**src/rtl/fifo_pkg.sv**
```systemverilog
// Shared pointer helpers for both sides of the async FIFO.
// Gray/binary conversions operate on a 32-bit word; callers truncate.
package fifo_pkg;

    localparam int PTR_WIDTH_DEF = 3;
    localparam int PW_MAX = 32;

    typedef logic [PW_MAX-1:0] ptr_word_t;

    function automatic ptr_word_t bin2gray(input ptr_word_t b);
        return b ^ (b >> 1);
    endfunction

    function automatic ptr_word_t gray2bin(input ptr_word_t g);
        ptr_word_t b;
        b[PW_MAX-1] = g[PW_MAX-1];
        for (int i = PW_MAX-2; i >= 0; i--) begin
            b[i] = b[i+1] ^ g[i];
        end
        return b;
    endfunction

endpackage

```
**src/rtl/sync_ff.sv**
```systemverilog
// Multi-flop synchroniser for Gray pointers crossing clock domains.
// Every stage clears on the asynchronous reset.
module sync_ff #(
    parameter int WIDTH  = 4,
    parameter int STAGES = 2
) (
    input  logic             clk,
    input  logic             rst,
    input  logic [WIDTH-1:0] d,
    output logic [WIDTH-1:0] q
);

    logic [WIDTH-1:0] stage [STAGES];

    always_ff @(posedge clk or posedge rst) begin
        if (rst) begin
            for (int i = 0; i < STAGES; i++) begin
                stage[i] <= '0;
            end
        end else begin
            stage[0] <= d;
            for (int i = 1; i < STAGES; i++) begin
                stage[i] <= stage[i-1];
            end
        end
    end

    assign q = stage[STAGES-1];

endmodule

```
**src/rtl/wptr_full_ctrl.sv**
```systemverilog
// Write-side pointer, full/almost-full, level and overflow control
// for the dual-clock FIFO.
module wptr_full_ctrl
    import fifo_pkg::*;
#(
    parameter int PTR_WIDTH    = PTR_WIDTH_DEF,
    parameter int AFULL_THRESH = 6,
    parameter int SYNC_STAGES  = 2
) (
    input  logic               wclk,
    input  logic               wrst,
    input  logic               w_en,
    input  logic               ovf_clr,
    input  logic [PTR_WIDTH:0] g_rptr,
    output logic [PTR_WIDTH:0] b_wptr,
    output logic [PTR_WIDTH:0] g_wptr,
    output logic               full,
    output logic               almost_full,
    output logic [PTR_WIDTH:0] wr_level,
    output logic               overflow
);

    localparam int PW = PTR_WIDTH + 1;
    localparam logic [PW-1:0] AF_T = PW'(AFULL_THRESH);

    logic [PW-1:0] rq;
    logic [PW-1:0] rq_lap;
    logic [PW-1:0] rbin;
    logic [PW-1:0] b_next;
    logic [PW-1:0] g_next;
    logic [PW-1:0] lvl_next;
    logic          wr_fire;

    sync_ff #(
        .WIDTH  (PW),
        .STAGES (SYNC_STAGES)
    ) u_rptr_sync (
        .clk (wclk),
        .rst (wrst),
        .d   (g_rptr),
        .q   (rq)
    );

    assign wr_fire  = w_en & ~full;
    assign b_next   = b_wptr + PW'(wr_fire);
    assign g_next   = PW'(bin2gray(PW_MAX'(b_next)));
    assign rbin     = PW'(gray2bin(PW_MAX'(rq)));
    assign lvl_next = b_next - rbin;
    // Write pointer one full lap ahead of the synced read pointer.
    assign rq_lap   = {~rq[PW-1], ~rq[PW-2], rq[PW-3:0]};

    always_ff @(posedge wclk or posedge wrst) begin
        if (wrst) begin
            b_wptr      <= '0;
            g_wptr      <= '0;
            full        <= 1'b0;
            almost_full <= 1'b0;
            wr_level    <= '0;
            overflow    <= 1'b0;
        end else begin
            b_wptr      <= b_next;
            g_wptr      <= g_next;
            full        <= (g_next == rq_lap);
            almost_full <= (lvl_next >= AF_T);
            wr_level    <= lvl_next;
            if (w_en && full) begin
                overflow <= 1'b1;
            end else if (ovf_clr) begin
                overflow <= 1'b0;
            end
        end
    end

endmodule

```
**config.mk**
```make
export PLATFORM = sky130hd
export DESIGN_NAME = wptr_full_ctrl
export DESIGN_NICKNAME = d
export VERILOG_FILES = /design/src/rtl/fifo_pkg.sv /design/src/rtl/sync_ff.sv /design/src/rtl/wptr_full_ctrl.sv
export SDC_FILE = /design/constraint.sdc
export NUM_CORES = 1
export LEC_CHECK = 0
export BUFFER_PORTS_ARGS = -buffer_cell sky130_fd_sc_hd__buf_4
export CORE_MARGIN = 8
export CORE_UTILIZATION = 54
export CTS_CLUSTER_DIAMETER = 120
export DETAILED_ROUTE_END_ITERATION = 6
export PLACE_DENSITY = 0.85
export SLEW_MARGIN = 20
export SYNTH_ARGS = -nofsm -noshare
export SYNTH_HDL_FRONTEND = slang
export SYNTH_SLANG_ARGS = --single-unit
```
**constraint.sdc**
```tcl
create_clock -name wclk -period 4.2 [get_ports wclk]
set_input_delay 0 -clock wclk [delete_from_list [all_inputs] [get_ports wclk]]
set_output_delay 0 -clock wclk [all_outputs]
set_load 0.03 [all_outputs]
```
==> impl_metrics.csv, run 1 <==
group,metric,value,unit
cts,ctsHtreeMaxLevel,1,
sta,holdWs,230,ps
synth,synth_simple_gate_area_share,3.41,%
sta,finClkSkew,1.39,ps
min_path,hp-class,"primary input to flip-flop",
sta,max_freq,0.432,GHz
synth,synth-edff-count,0,
placement,gp_congestion,0.790,
global_routing,grt_pass1_wl,2.75,mm
synth,yosysTopAreaCell,"dfrtp_1",
critical_path,crit_arrival,2500,ps
global_routing,antenna_found_initial,0,
sta,setup_viol,0,
status,status,"complete, no violations",
synth,ys_ff_latch,22,
global_routing,first_global_vias,640,
placement,hpwl,1.23,mm
synth,ys_types,21,
critical_path,startpoint_type,"flip-flop",
global_routing,grt_util_all_layers,11.0,%
floorplanning,pin_count,23,
floorplanning,die_area,3270,sq um
cts,cts_sinks,22,
routing,vias_per_cell,4.99,
sta,min_period_over_period,55.1,%
global_routing,grt_start_max_net_pins,23,
critical_path,end_kind,"flip-flop",
routing,wl,1.60,mm
synth,syn-cell-area,917,sq um
sta,setup_tns,0,ps
synth,synthDominantCellAreaShare,60.0,%
cells_and_area,fin_nets,116,
sta,hold_violations,0,
cells_and_area,drive_gt1_share,26.7,%
synth,syn_inst,69,
critical_path,critical_path_class,"flip-flop to flip-flop",
cts,cts_root_buf,"clkbuf_4",
sta,relSlewSlack,48.7,%
synth,synth-xor-area-share,16.1,%
sta,rsz0062_at_grt,"false",
routing,avgRoutedWirePerCell,13.5,um
synth,netlist_top_cells_area,"dfrtp_1 (60%), xnor2_1 (7.6%), ha_1 (6.8%), xor2_1 (6.7%), inv_1 (3.7%)",
synth,synth_top_family_by_area,"XOR/XNOR gates",
synth,muxShareOfSynthArea,0,%
routing,ant_nets,0,
synth,synth-compound-area-share,6.96,%
synth,async_flop_share,100,%
synth,synth_ff_type,"dfrtp_1",
routing,drc_errors,0,
cts,post_cts.repair.setup_buffers,0,
cts,clkSlewWorstSetupHoldPaths,110,ps
cells_and_area,fill_cells,122,
sta,worst_slack,1890,ps
placement,port_buffers,22,
cts,clk_latency,300,ps
routing,firstDrtPassIters,2,
cts,cts_tree,"done",
flow_run,maxCapViolations,0,
cells_and_area,syn_to_final_growth,31.1,%
routing,vias,589,
synth,syn_avg_cell_area,13.3,sq um
cells_and_area,antenna_cells,0,
synth,synthesis.nets,83,
critical_path,crit_required,4380,ps
floorplanning,core,1650,sq um
routing,dr.first_iter.drc_count,9,
cts,clk_path_buf_depth,2,
floorplanning,start_util,55.5,%
cts,cts_resized,0,
sta,worst_pin_slew,769,ps
floorplanning,die_x,57.2,um
floorplanning,die_h,57.2,um
synth,synthAdderAreaFrac,9.00,%
cts,cts_made_buffers,3,
placement,place_ws,1890,ps
floorplanning,row_count,15,
synth,ys_warn_count,0,
synth,ys_seq_area_share,60.0,%
critical_path,cp_max_fo,3,
sta,layout_min_cycle_time,2310,ps
global_routing,gr-total-overflow,0,
sta,slew_viol_final,0,
cells in the mapped netlist (2+ instances only):
master and n:
ha_1 5, inv_1 9, a21oi_1 2, xnor2_1 8
dfrtp_1 22, nor3_1 2, xor2_1 7
worst paths after layout:
kind / slack (ps) / end / depth (start not counted) / from
worst min register to register: 360 / u_rptr_sync.q[1] / 0 / u_rptr_sync.stage[5]
worst max register to register: 1890 / almost_full / 8 / u_rptr_sync.q[2]
worst max-delay path: 1890 / almost_full / 8 / u_rptr_sync.q[2]
worst min-delay path: 230 / b_wptr[0] / 3 / w_en
min in group asynchronous: 390 / g_wptr[0] / 3 / wrst
max in group asynchronous: 3340 / b_wptr[0] / 3 / wrst
metrics by stage:
| stage | util [%] | std cells | area (sq um) |
|---|---|---|---|
| 3_3_place_gp | 66.4 | 107 | 1100 |
| 4_1_cts | 72.8 | 118 | 1200 |
| 5_1_grt | 72.8 | 118 | 1200 |
| 3_5_place_dp | 66.4 | 107 | 1100 |
| 2_1_floorplan | - | 69 | 917 |
| 6_report | 72.8 | 118 | 1200 |
cell usage in the layout, fill, tap and decap left out, drive strengths merged:
master       count
dfrtp           22
buf             22
inv              9
xnor2            8
xor2             8
dlygate4sd3      7
ha               5
clkbuf           4
a21oi            2
nor3             2
nand3            1
a21boi           1
nor2b            1
a21o             1
and3             1
o211a            1
a22oi            1
a211o            1
o211ai           1
nand2            1
o21ai            1
fa               1
state kept, by name, summed over array words and instances, names as in the netlist:
register	cells
full	1
u_rptr_sync.q	4
g_wptr	3
overflow	1
wr_level	4
almost_full	1
u_rptr_sync.stage	4
b_wptr	4
worst max-delay path, cell delays in order (launching register included):
cell and delay (ps):
dfrtp_1 420, xnor2_1 280, xor2_1 300, xnor2_1 100
ha_1 210, fa_1 510, inv_1 70, a22oi_1 200
o211ai_1 110
logic make-up after synthesis:
kind of cell,Yosys count
simple gates,6
xor+xnor,16
buf+inv,10
compound gates,9
fa+ha+maj,6
flops,22
what timing repair did:
item                                    CTS  global route
hold endpoints to repair                 27             0
hold buffers                              7             0
endpoints found under the setup margin    0             0
final cells by class:
type                    count  area (sq um)  area share (%)
clock buffers               4          36.3            3.02
inverters                   9          33.8            2.81
multi-input cells          37           325            27.1
flip-flops and latches     22           551            45.8
well taps                  17          21.3            1.77
repair buffers             29           235            19.6
routing by layer:
metal  track usage, %  vias up  share of wire, %
met5                0        -                 0
met2             20.3       17                55
li1                 -      285                 -
met1             9.39      282                35
met4             8.05        0               3.1
met3             3.55        5               7.2
Power of run 1 is not shown: default switching activity piles up to over one toggle a cycle in this logic, so the estimate is an artifact.
==> inputs of run 2 (changes only) <==
--- a/config.mk
+++ b/config.mk
@@ -7,10 +7,10 @@
 export LEC_CHECK = 0
 export BUFFER_PORTS_ARGS = -buffer_cell sky130_fd_sc_hd__buf_4
 export CORE_MARGIN = 8
-export CORE_UTILIZATION = 54
+export CORE_UTILIZATION = 45
 export CTS_CLUSTER_DIAMETER = 120
 export DETAILED_ROUTE_END_ITERATION = 6
-export PLACE_DENSITY = 0.85
+export PLACE_DENSITY = 0.76
 export SLEW_MARGIN = 20
 export SYNTH_ARGS = -nofsm -noshare
 export SYNTH_HDL_FRONTEND = slang
==> constraint.sdc (replaced) <==
create_clock -name wclk -period 2 [get_ports wclk]
set_input_delay 0 -clock wclk [delete_from_list [all_inputs] [get_ports wclk]]
set_output_delay 0 -clock wclk [all_outputs]
set_load 0.03 [all_outputs]
==> impl_metrics.csv, run 2 (synthesized netlist as in run 1, its figures left out) <==
group,metric,value,unit
floorplanning,row_count,16,
critical_path,crit_required,2230,ps
cells_and_area,drive_gt1_share,39.4,%
pwr,p_int,1.52,mW
routing,avgRoutedWirePerCell,12.4,um
status,violations,"negative setup slack",
global_routing,gr-total-overflow,0,
cts,clk_path_buf_depth,2,
critical_path,crit_family,"adder cells",
placement,hpwl,1.24,mm
pwr,pwr-share-clk,12.7,%
cells_and_area,layout_common_cells,"buf_4 (30), dfrtp_1 (20), inv_1 (8)",
sta,max_freq,0.479,GHz
sta,worst_pin_slew,790,ps
cts,cts_made_buffers,3,
pwr,pwr-share-comb,60.2,%
placement,place_ws,-116,ps
critical_path,cp_max_fo,2,
status,status,"complete, but fails checks",
critical_path,crit_arrival,2310,ps
critical_path,crit_slowest_cell,"dfrtp_1",
global_routing,first_global_vias,670,
cts,clk_latency,310,ps
sta,slew_viol_final,0,
routing,highest_layer,"met4",
placement,detailed_place.area,1180,sq um
sta,setup_viol,1,
sta,worst_slack,-86.0,ps
cells_and_area,fin_cells,136,
global_routing,grt_util_all_layers,10.2,%
sta,hold_violations,0,
cts,clkSlewWorstSetupHoldPaths,120,ps
routing,firstDrtPassIters,4,
routing,dr.first_iter.drc_count,3,
sta,holdWs,221,ps
global_routing,grt_start_max_net_pins,23,
critical_path,critical_path_buf_inv_count,1,
routing,dr_wl_met3,144,um
sta,relSlewSlack,47.3,%
min_path,hp-class,"primary input to flip-flop",
sta,layout_min_cycle_time,2090,ps
floorplanning,die_h,61.1,um
critical_path,crit_path_start,"u_rptr_sync.q[3]",
critical_path,rr_startpoint,"u_rptr_sync.q[3]",
pwr,ir_drop,1000,uV
placement,gp_congestion,0.781,
routing,vias,620,
floorplanning,die_x,61.1,um
sta,finClkSkew,8.04,ps
flow_run,maxCapViolations,0,
floorplanning,pin_count,23,
cells_and_area,fin_nets,124,
global_routing,antenna_found_initial,0,
critical_path,slowest_delay,430,ps
floorplanning,core,1940,sq um
cells_and_area,seqCellArea,553,sq um
pwr,p_switching,1.10,mW
cells_and_area,syn_to_final_growth,44.3,%
pwr,p_total,2.63,mW
routing,wl_met1,628,um
placement,dp.cells,123,
cells_and_area,antenna_cells,0,
critical_path,end_kind,"flip-flop",
routing,wl_met2,859,um
placement,port_buffers,22,
routing,wl,1.69,mm
cells_and_area,multi_input_area,355,sq um
routing,ant_nets,0,
critical_path,critical_path_class,"flip-flop to flip-flop",
critical_path,startpoint_type,"flip-flop",
pwr,p_leak,0.653,nW
sta,min_period_over_period,104,%
cells_and_area,layout_commonest_cell,"buf_4",
pwr,p_sw_share,42.0,%
floorplanning,die_area,3740,sq um
cts,ctsHtreeMaxLevel,1,
pwr,seqPwrFrac,27.1,%
critical_path,path_cells,"xnor2_2 > xor2_1 > xnor2_1 > ha_2 > fa_1 > inv_2 > a22oi_2 > o211ai_1",
cts,cts_tree,"done",
cells_and_area,fill_cells,145,
global_routing,grt_pass1_wl,2.79,mm
sta,rsz0062_at_grt,"true",
routing,drc_errors,0,
min_path,hp-start,"w_en",
routing,vias_per_cell,4.56,
pwr,p_per_area,1980,nW/um^2
cts,cts_sinks,22,
floorplanning,start_util,47.2,%
cells_and_area,final_area,1320,sq um
cts,cts_root_buf,"clkbuf_4",
==> run 2: stage by stage <==
step | utilization (%) | TNS, ps
5_1_grt | 68.2 | -239
3_5_place_dp | 60.8 | -116
2_1_floorplan | - | -39.9
4_1_cts | 67.5 | -97.1
6_report | 68.2 | -86.0
3_3_place_gp | 60.8 | -22.3
==> run 2: area by class of cell <==
| cell class | instances | share of cell area, % |
|---|---|---|
| Clock buffer | 3 | 1.70 |
| Inverter | 9 | 2.55 |
| Clock inverter | 1 | 2.27 |
| Timing Repair Buffer | 37 | 22.3 |
| Multi-Input combinational cell | 37 | 26.8 |
| Tap cell | 27 | 2.55 |
| Sequential cell | 22 | 41.8 |
==> run 2: timing repair <==
item                                    CTS  global route
setup buffers                             1             1
pin swaps                                 4             3
hold endpoints to repair                 27             0
endpoints found under the setup margin    1             1
hold buffers                              7             0
resized for setup                         0             2
==> run 2: final timing paths <==
kind	end	slack, ps	cells after the start
worst max-delay path	almost_full	-90	8
worst min-delay path	b_wptr[0]	220	4
worst max register to register	almost_full	-90	8
worst min register to register	u_rptr_sync.q[1]	360	0
max in group asynchronous	full	1080	3
min in group asynchronous	u_rptr_sync.stage[7]	380	3
==> run 2: power groups by stage <==
| stage | sequential [mW] | combinational, mW | clock [mW] |
|---|---|---|---|
| global placement | 0.717 | 1.48 | 0 |
| CTS | 0.714 | 1.55 | 0.346 |
| finish | 0.712 | 1.58 | 0.333 |
| global route | 0.735 | 1.72 | 0.359 |
| floorplan | 1.00 | 0.775 | 0 |
| detailed placement | 0.725 | 1.51 | 0 |
==> run 2: layer usage <==
layer / vias to the layer above / global-route usage [%]
met5: - / 0
met4: 0 / 6.98
met3: 5 / 2.51
met2: 20 / 18.5
met1: 295 / 10.0
li1: 300 / -
==> run 2: tightest hold or removal path, stage by stage <==
cell and delay (ps):
buf_4 80, nor2b_1 130, ha_2 170, buf_4 120
(Power assumes the default switching activity.)
==> inputs of run 3 (changes only) <==
--- a/config.mk
+++ b/config.mk
@@ -6,11 +6,13 @@
 export NUM_CORES = 1
 export LEC_CHECK = 0
 export BUFFER_PORTS_ARGS = -buffer_cell sky130_fd_sc_hd__buf_4
+export CELL_PAD_IN_SITES_DETAIL_PLACEMENT = 1
+export CELL_PAD_IN_SITES_GLOBAL_PLACEMENT = 1
 export CORE_MARGIN = 8
-export CORE_UTILIZATION = 45
+export CORE_UTILIZATION = 36
 export CTS_CLUSTER_DIAMETER = 120
 export DETAILED_ROUTE_END_ITERATION = 6
-export PLACE_DENSITY = 0.76
+export PLACE_DENSITY_LB_ADDON = 0.1
 export SLEW_MARGIN = 20
 export SYNTH_ARGS = -nofsm -noshare
 export SYNTH_HDL_FRONTEND = slang
==> impl_metrics.csv, run 3 (synthesized netlist as in run 1, its figures left out) <==
group,metric,value,unit
floorplanning,row_count,18,
status,status,"complete, but fails checks",
cells_and_area,multi_input_area,362,sq um
sta,rsz0062_at_grt,"true",
cells_and_area,syn_to_final_growth,45.0,%
global_routing,gr-total-overflow,0,
pwr,ir_drop,866,uV
sta,worst_pin_slew,828,ps
cts,clk_latency,310,ps
flow_run,maxCapViolations,0,
pwr,p_switching,1.12,mW
floorplanning,die_area,4420,sq um
critical_path,cp_max_fo,3,
cts,cts_tree,"done",
pwr,p_leak,0.656,nW
critical_path,r2r_slack,-120,ps
critical_path,startpoint_type,"flip-flop",
cells_and_area,drive_gt1_share,41.1,%
pwr,p_sw_share,43.7,%
placement,gp_congestion,0.772,
floorplanning,die_h,66.5,um
critical_path,r2r_end,"almost_full",
cts,clkSlewWorstSetupHoldPaths,130,ps
placement,hpwl,1.38,mm
global_routing,antenna_found_initial,0,
routing,wl,1.85,mm
global_routing,grt_pass1_wl,3.24,mm
cts,clk_path_buf_depth,2,
routing,vias_per_cell,4.47,
critical_path,critical_path_buf_inv_count,1,
pwr,pwr-share-clk,8.1,%
sta,min_period_over_period,106,%
min_path,hold_end,"b_wptr[0]",
cells_and_area,layout_common_cells,"buf_4 (33), dfrtp_1 (20), inv_1 (8), xnor2_1 (7), dlygate4sd3_1 (7)",
pwr,pwr-share-comb,64.2,%
min_path,min_path_cells,4,
critical_path,path_cells,"xnor2_2 > xor2_2 > xnor2_1 > ha_2 > fa_1 > inv_2 > a22oi_1 > o211ai_1",
critical_path,crit_family,"adder cells",
min_path,hp-start,"w_en",
cts,cts_root_buf,"clkbuf_4",
sta,max_freq,0.473,GHz
cells_and_area,fill_cells,272,
cells_and_area,fin_nets,127,
floorplanning,die_x,66.5,um
sta,worst_slack,-116,ps
cells_and_area,layout_commonest_cell,"buf_4",
critical_path,slowest_delay,510,ps
floorplanning,start_util,37.4,%
critical_path,rr_startpoint,"u_rptr_sync.q[3]",
cells_and_area,antenna_cells,0,
routing,dr.first_iter.drc_count,12,
cts,ctsHtreeMaxLevel,1,
placement,detailed_place.area,1200,sq um
critical_path,critical_path_class,"flip-flop to flip-flop",
pwr,seqPwrFrac,27.6,%
routing,vias,635,
sta,setup_tns,-116,ps
pwr,p_int,1.45,mW
cts,cts_made_buffers,3,
sta,slew_viol_final,0,
sta,finClkSkew,14.7,ps
sta,layout_min_cycle_time,2120,ps
global_routing,grt_util_all_layers,9.51,%
routing,ant_nets,0,
critical_path,crit_slowest_cell,"fa_1",
routing,firstDrtPassIters,4,
global_routing,first_global_vias,691,
cells_and_area,final_area,1330,sq um
cts,cts_sinks,22,
cells_and_area,seqCellArea,553,sq um
floorplanning,core,2450,sq um
min_path,hp-class,"primary input to flip-flop",
critical_path,crit_required,2190,ps
routing,drc_errors,0,
pwr,p_per_area,1930,nW/um^2
placement,place_ws,-165,ps
routing,avgRoutedWirePerCell,13.0,um
sta,relSlewSlack,44.8,%
cells_and_area,fin_cells,142,
status,violations,"negative setup slack",
floorplanning,pin_count,23,
placement,port_buffers,22,
global_routing,grt_start_max_net_pins,23,
placement,dp.cells,128,
critical_path,end_kind,"flip-flop",
sta,setup_viol,1,
critical_path,crit_arrival,2300,ps
sta,hold_violations,0,
critical_path,worst_r2r_path_depth,8,
[run 3: cell types whose count changed in the layout (fill, tap and decap cells not counted), sizes merged]
cell    change
buf         +3
bufinv      -1
clkbuf      +1
[run 3: routing by layer]
metal,up-vias,part of all wire (%),global-route usage [%]
met2,16,51,16.6
met1,311,41,10.3
li1,306,-,-
met4,0,1.0,3.20
met3,2,7.4,3.52
met5,-,0,0
[run 3: cell type report]
type                       instances  share of cell area (%)
clock buffer                       4                    1.98
sequential                        22                    41.6
timing repair buffer              40                    23.9
multi-input combinational         37                    27.2
tap                               30                    2.82
inverter                           9                    2.54
[run 3: power groups by stage]
stage | Sequential, mW | Combinational [mW] | Clock [mW]
5_1_grt | 0.733 | 1.80 | 0.236
3_3_place_gp | 0.719 | 1.55 | 0
4_1_cts | 0.714 | 1.61 | 0.219
3_5_place_dp | 0.723 | 1.58 | 0
6_report | 0.710 | 1.65 | 0.208
2_1_floorplan | 1.00 | 0.775 | 0
[run 3: worst register-to-register path, stage by stage, from the launching register on]
cell and delay (ps):
dfrtp_1 440, xnor2_2 240, xor2_2 210, xnor2_1 90, ha_2 180, fa_1 510, inv_2 50, a22oi_1 170
o211ai_1 100
[run 3: worst max path at each step]
| stage | slack [ps] | to | from | cells after the start |
|---|---|---|---|---|
| after floorplan | -40 | almost_full | u_rptr_sync.q[3] | 8 |
| after global placement | -80 | almost_full | u_rptr_sync.q[3] | 8 |
| after detailed placement | -160 | almost_full | u_rptr_sync.q[3] | 8 |
| after CTS | -110 | almost_full | u_rptr_sync.q[2] | 8 |
| after global routing | -230 | almost_full | u_rptr_sync.q[3] | 8 |
| final | -120 | almost_full | u_rptr_sync.q[3] | 8 |
[run 3: through the flow]
step,power [mW],util (%),hold WS [ps]
after floorplan,1.77,-,-10.9
after global placement,2.27,48.9,109
after detailed placement,2.31,48.9,111
after CTS,2.55,53.1,241
after global routing,2.77,54.2,237
final,2.57,54.2,242
[run 3: timing repair]
action	in CTS	in global routing
hold buffers	7	0
buffers inserted	0	3
pin swaps	4	4
hold endpoints to repair	27	0
setup endpoints to repair	2	3
resized for setup	1	2
